## config.mk

```make
export PLATFORM = sky130hd
export DESIGN_NAME = if_fetch_stage
export DESIGN_NICKNAME = d
export VERILOG_FILES = /design/src/rtl/if_fetch_stage.sv
export SDC_FILE = /design/constraint.sdc
export NUM_CORES = 1
export LEC_CHECK = 0
export ABC_AREA = 1
export ABC_CLOCK_PERIOD_IN_PS = 17030
export CAP_MARGIN = 0
export CORE_MARGIN = 2
export CORE_UTILIZATION = 55
export CTS_CLUSTER_SIZE = 28
export DETAILED_ROUTE_END_ITERATION = 10
export PLACE_DENSITY_LB_ADDON = 0.1
export SKIP_CTS_REPAIR_TIMING = 1
export SLEW_MARGIN = 0
export SYNTH_ARGS = -nofsm -noshare
export SYNTH_HDL_FRONTEND = slang
export SYNTH_SLANG_ARGS = --single-unit
```

## constraint.sdc

```tcl
create_clock -name clk -period 17.03 [get_ports clk]
set_input_delay 3.406 -clock clk [delete_from_list [all_inputs] [get_ports clk]]
set_output_delay 3.406 -clock clk [all_outputs]
set_load 0.05 [all_outputs]
```

## src/rtl/if_fetch_stage.sv

```systemverilog
// if_fetch_stage: RV32I instruction fetch. Owns the PC, addresses the
// combinational instruction memory, and queues {pc, inst} pairs in a small
// FIFO that decode drains via valid/ready. Redirects flush and restart.
// Optional feature macro: IF_MISALIGN_TRAP_EN (trap on misaligned redirect).
module if_fetch_stage #(
    parameter logic [31:0] RESET_PC = 32'h0000_0000,
    parameter int          DEPTH    = 2
) (
    input  logic        clk,
    input  logic        rst,
    input  logic        fetch_en,
    output logic [31:0] imem_addr,
    input  logic [31:0] imem_inst,
    input  logic        redirect_valid,
    input  logic [31:0] redirect_pc,
    output logic        out_valid,
    input  logic        out_ready,
    output logic [31:0] out_inst,
    output logic [31:0] out_pc,
    output logic        misalign_err
);
    localparam int            PW   = $clog2(DEPTH);
    localparam int            CW   = $clog2(DEPTH + 1);
    localparam logic [CW-1:0] FULL = CW'(DEPTH);

    typedef struct packed {
        logic [31:0] pc;
        logic [31:0] inst;
    } fifo_entry_t;

    fifo_entry_t   mem [DEPTH];
    logic [PW-1:0] wr_ptr, rd_ptr;
    logic [CW-1:0] count;
    logic [31:0]   pc;
    logic [31:0]   redirect_tgt;
    logic          halted;
    logic          push, pop;

`ifdef IF_MISALIGN_TRAP_EN
    logic misalign_q;
    logic redirect_misaligned;

    assign redirect_misaligned = |redirect_pc[1:0];
    // A misaligned target is kept verbatim so the trap handler sees it.
    assign redirect_tgt = redirect_misaligned ? redirect_pc
                                              : {redirect_pc[31:2], 2'b00};

    // Sticky trap flag: set by a misaligned redirect, cleared by an aligned one.
    always_ff @(posedge clk or posedge rst) begin
        if (rst)
            misalign_q <= 1'b0;
        else if (redirect_valid)
            misalign_q <= redirect_misaligned;
    end

    assign halted       = misalign_q;
    assign misalign_err = misalign_q;
`else
    logic unused_redirect_lsb;

    assign unused_redirect_lsb = ^redirect_pc[1:0];
    assign redirect_tgt        = {redirect_pc[31:2], 2'b00};
    assign halted              = 1'b0;
    assign misalign_err        = 1'b0;
`endif

    // Redirect blanks the head so decode never consumes a wrong-path entry.
    assign out_valid = (count != '0) & ~redirect_valid;
    assign pop       = out_valid & out_ready;
    // A full FIFO can still accept when the head leaves in the same cycle.
    assign push      = fetch_en & ~redirect_valid & ~halted & ((count < FULL) | pop);

    assign imem_addr = pc;
    assign out_pc    = mem[rd_ptr].pc;
    assign out_inst  = mem[rd_ptr].inst;

    // Program counter: redirect wins, otherwise advance one word per push.
    always_ff @(posedge clk or posedge rst) begin
        if (rst)
            pc <= RESET_PC;
        else if (redirect_valid)
            pc <= redirect_tgt;
        else if (push)
            pc <= pc + 32'd4;
    end

    // FIFO storage, pointers and occupancy; redirect flushes everything.
    always_ff @(posedge clk or posedge rst) begin
        if (rst) begin
            for (int i = 0; i < DEPTH; i++)
                mem[i] <= '0;
            wr_ptr <= '0;
            rd_ptr <= '0;
            count  <= '0;
        end else if (redirect_valid) begin
            wr_ptr <= '0;
            rd_ptr <= '0;
            count  <= '0;
        end else begin
            if (push) begin
                mem[wr_ptr] <= {pc, imem_inst};
                wr_ptr      <= wr_ptr + PW'(1);
            end
            if (pop)
                rd_ptr <= rd_ptr + PW'(1);
            count <= count + CW'(push) - CW'(pop);
        end
    end

endmodule

```

# Word level (Yosys, flattened, before mapping)
# Cells that the tools add are included.
[op_classes] add_sub_neg=5 magnitude_cmp=4 muxes=13 bitwise_logic=8 n_reduce_logical=5
[ops] operator="$mux W64" n=4
[ops] operator="$bwmux W128" n=1
[ops] operator="$demux W64 S1" n=1
[ops] operator="$mux W32" n=2
[ops] operator="$add A32 B3 Y32 const B" n=1
[ops] operator="$reduce_bool A2 Y1" n=3
[ops] operator="$and A1 B1 Y1" n=4
[ops] operator="$ge A2 B2 Y1 const B" n=2
[ops] operator="$mux W1" n=4
[ops] operator="$not A1 Y2" n=2
[ops] operator="$add A1 B1 Y1 const B" n=2
[ops] operator="$add A2 B1 Y2" n=1
[ops] operator="$lt A2 B1 Y1 const B" n=1
[ops] operator="$lt A2 B2 Y1 const B" n=1
[ops] operator="$mux W2" n=1
[ops] operator="$reduce_and A2 Y1" n=1
[ops] operator="$sub A2 B1 Y2" n=1
[ops] operator="$logic_and A1 B1 Y1" n=1
[ops] operator="$not A1 Y1" n=1
[ops] operator="$or A1 B1 Y1" n=1
[totals] ff_bits=164 input_bits=69 out_inout_bits=98 wordCells=43

# Logic depth before layout (Yosys ltp)
[depth] depth_word=8 ltp_mapped=9

# Least setup slack after synthesis
# Ideal clock, no wire load.
[synth_timing] path_kind="input -> output" start="input port redirect_valid" end="output port out_valid" arrival_time_ns=4.088 setup_slack_ns=9.536 cell_stages=1 path_buffers=0 cell_sequence="nor2_1"
[synth_via] elab_chain_len=2
[synth_lines] item="start, declared" line="14" rtl="input logic redirect_valid,"
[synth_lines] item="$not A1 Y1 (no source line)"
[synth_lines] item="$and A1 B1 Y1" line="68" rtl="assign out_valid = (count != '0) & ~redirect_valid;"
[synth_lines] item="end, declared" line="16" rtl="output logic out_valid,"
# No other way between the ends.

# Worst setup path in the final report
# Ends and elaborated chain as after synthesis.

==> summary.md <==
| Metric | Value |
|---|---|
| Outcome | completed |
| Antenna violations before repair | 0 |
| Worst path cell trace | clkdlybuf4s50_1 -> buf_4 -> nor2_1 -> clkdlybuf4s50_1 |
| Vias in the first global route | just under 6,000 |
| Count leader, synth | nand2_1 |
| Largest net degree at the start of global routing | roughly 130 |
| Seq. cell area | about 0.0040 sq mm |
| Initial drt markers | roughly 530 |
| IO Pins | about 170 |
| Yosys warns | 0 |
| Seq/Total Area, Yosys | approximately half |
| CTS buffer count | 17 |
| Post-synth EDFFs | 0 |
| Worst-Margin Slew | between 1 and 1.5 ns |
| Max_slew headroom | about 24% |
| Int Power | around 930 uW |
| Crit-path max FO | 32 |
| Routed Antenna Nets | 0 |
| CTS tree | built |
| First-pass GRT wire length | 28,900 um |
| Layout cells sized above 1 | between 10% and 20% |
| Maxcap violations | 0 |
| Nets | approximately 1,100 |
| LEAKAGE | roughly 0.0046 uW |
| Clock Tree Root | clkbuf_16 |
| Commonest cells in the netlist | nand2_1, dfrtp_1, inv_1, o21ai_0, mux2_2 |
| Syn_area_per_cell | about 8.6 sq um |
| Mapped Cells | roughly 900 |
| Vias per cell | approximately 5.2 |
| Area delta synth->final | 29.2% |
| Clk sinks | ~160 |
| Die area | 0.0149 sq mm |
| Gr ovfl total | 0 |
| Layout fillers | around 1,100 |
| Setup violators final | 0 |
| Avg WL per Cell | ~14 um |
| Area occupied by multi-input gates | roughly 0.0031 sq mm |
| Clock Tree Buf Depth | 2 |
| Yosys top cell by area | dfrtp_1 |
| WP data arrival | 5.04 ns |
| Unrepaired setup endpoints after global routing | no |
| Max incr delay on CP | between 0.8 and 0.9 ns |
| Min cycle time layout | about 8.5 ns |
| HPWL Detailed | approximately 12,000 um |
| Total track usage | between 20% and 30% |
| Power Total | 1460 uW |
| Synth top area share | between 50% and 60% |
| Core area | ~0.014 sq mm |
| Die width | roughly 120 um |
| # rows | 43 |
| WS Path Type | input port to output port |
| Unique masters post-synth | 30 |
| Routed Wire Length | 17,600 um |
| Pwr/cell area | approximately 150 mW/mm^2 |
| Final Instance Area | between 0.009 and 0.01 sq mm |
| Final setup TNS | 0 ns |
| Top_reg_cell synth | dfrtp_1 |
| Final slew viol count | 0 |
| Top cells by area, synth | dfrtp_1, nand2_1, mux2_2, o21ai_0, inv_1 |
| Diode count | 0 |
| Setup crit start | redirect_valid |
| Clock share of power | roughly 28% |
| Hold Crit Class | flop to flop |
| Worst Setup End Kind | output port |
| FFs w/ async S/R, synth | between 90% and 100% |
| Die height | 122 um |
| Worst hold path startpoint | mem[104] |
| Critical Path RT | roughly 14 ns |
| NetSw | 526 uW |
| Placer Congestion | just under 0.9 |
| FMAX | about 120 MHz |
| CP max-delay cell | clkdlybuf4s50_1 |
| Final Cycle Share | 49.6% |
| Reg power frac | a little over a third |
| Setup crit start kind | input port |
| Synth Cell Area | 0.00767 sq mm |
| DR pass1 iterations | 7 |
| Synthesized flop and latch total | 158 |
| Hold Fails Final Rpt | 0 |
| Reg-to-reg startpoint | count[1] |
| Post-DP Area | a little over 0.009 sq mm |
| Switching share of power | 36.0% |
| Clock transition at the registers of the reported paths | approximately 0.06 ns |
| Dpl cells | roughly 1,200 |
| H-Tree Depth | 4 |
| Clk Latency, worst-skew pair | 0.42 ns |
| Port buffer count | around 160 |
| Vias | approximately 6,300 |
| Crit-path most repeated cell | clkdlybuf4s50_1 |
| Comb power frac | a little over a third |
| Util after Layout | between 70 and 80% |
| Setup Skew | approximately 0.0052 ns |
| Cell Count, Final, Fillers Out | 1,220 |
| Drc violations | 0 |
| Peak supply drop | 0.0000693 V |
| Initial core utilization | a little under three fifths |
-- state kept, by name (all words and copies together), names as in the netlist --
name,count
mem,124
rd_ptr,1
imem_addr,30
count,2
wr_ptr,1
-- worst max-delay path: cells and delay by family --
family / cells / cell delay, ns
buffers and inverters: 3 / 1.45
AND/OR/NAND/NOR: 1 / 0.18
-- through the flow --
step,setup slack [ns],hold slack [ns]
6_report,8.58,0.480
5_1_grt,8.50,0.503
4_1_cts,8.57,0.482
3_5_place_dp,8.58,0.467
3_3_place_gp,8.59,0.459
2_1_floorplan,9.36,0.448
-- cell usage in the layout (no fill, tap or decap), types with 3 or more instances in the layout --
master	synthesis	final
mux2_2	62	62
conb_1	1	5
nor2_1	39	39
bufinv_16	0	5
clkbuf_1	16	3
o21ai_0	90	90
clkbuf_16	0	17
o21ai_1	60	60
dfrtp_1	158	157
ha_1	3	3
buf_4	11	4
inv_1	91	90
nor2_2	6	6
nand3_1	49	49
clkdlybuf4s50_1	0	159
clkbuf_8	0	4
xor2_1	3	3
nand2_1	259	259
o211ai_1	3	3
-- cell families after synthesis --
group	count (synthesis)	share of synthesized area, %
adder cells (fa/ha/maj)	3	0.490
XOR/XNOR	5	0.571
flip-flops	158	51.6
multiplexers	62	9.10
AO/OA/AOI/OAI	159	10.6
AND/OR/NAND/NOR	362	19.4
buffers and inverters	138	8.19
other	1	0.0489
-- path summary, 6_finish.rpt --
kind | to | slack (ns) | cells after the start
hold / removal | mem[104] | 0.48 | 2
setup reg to reg | mem[120] | 14.80 | 5
hold reg to reg | mem[104] | 0.48 | 2
max in group asynchronous | rd_ptr | 12.08 | 3
min in group asynchronous | mem[19] | 3.54 | 2
setup / recovery | out_valid | 8.58 | 4
-- power by group through the flow --
stage	clock, uW	combinational (uW)	sequential (uW)
3_5_place_dp	0	524	529
6_report	414	523	523
5_1_grt	439	560	536
2_1_floorplan	0	354	543
3_3_place_gp	0	519	524
4_1_cts	420	527	523
-- routing by layer --
metal / wire length, um / vias to the layer above / track usage, %
met5: 0 / - / 0
met4: 327 / 0 / 8.69
met3: 1090 / 26 / 4.49
met2: 8000 / 193 / 38.0
met1: 8150 / 2942 / 35.8
li1: - / 3148 / -
-- area by class of cell --
class | instances | share of cell area, %
clock buffer | 24 | 4.96
clock inverter | 6 | 1.57
inverter | 93 | 3.60
multi-input combinational | 596 | 31.3
sequential | 158 | 39.9
tap | 180 | 2.27
timing repair buffer | 163 | 16.4
(Power assumes the default switching activity.)
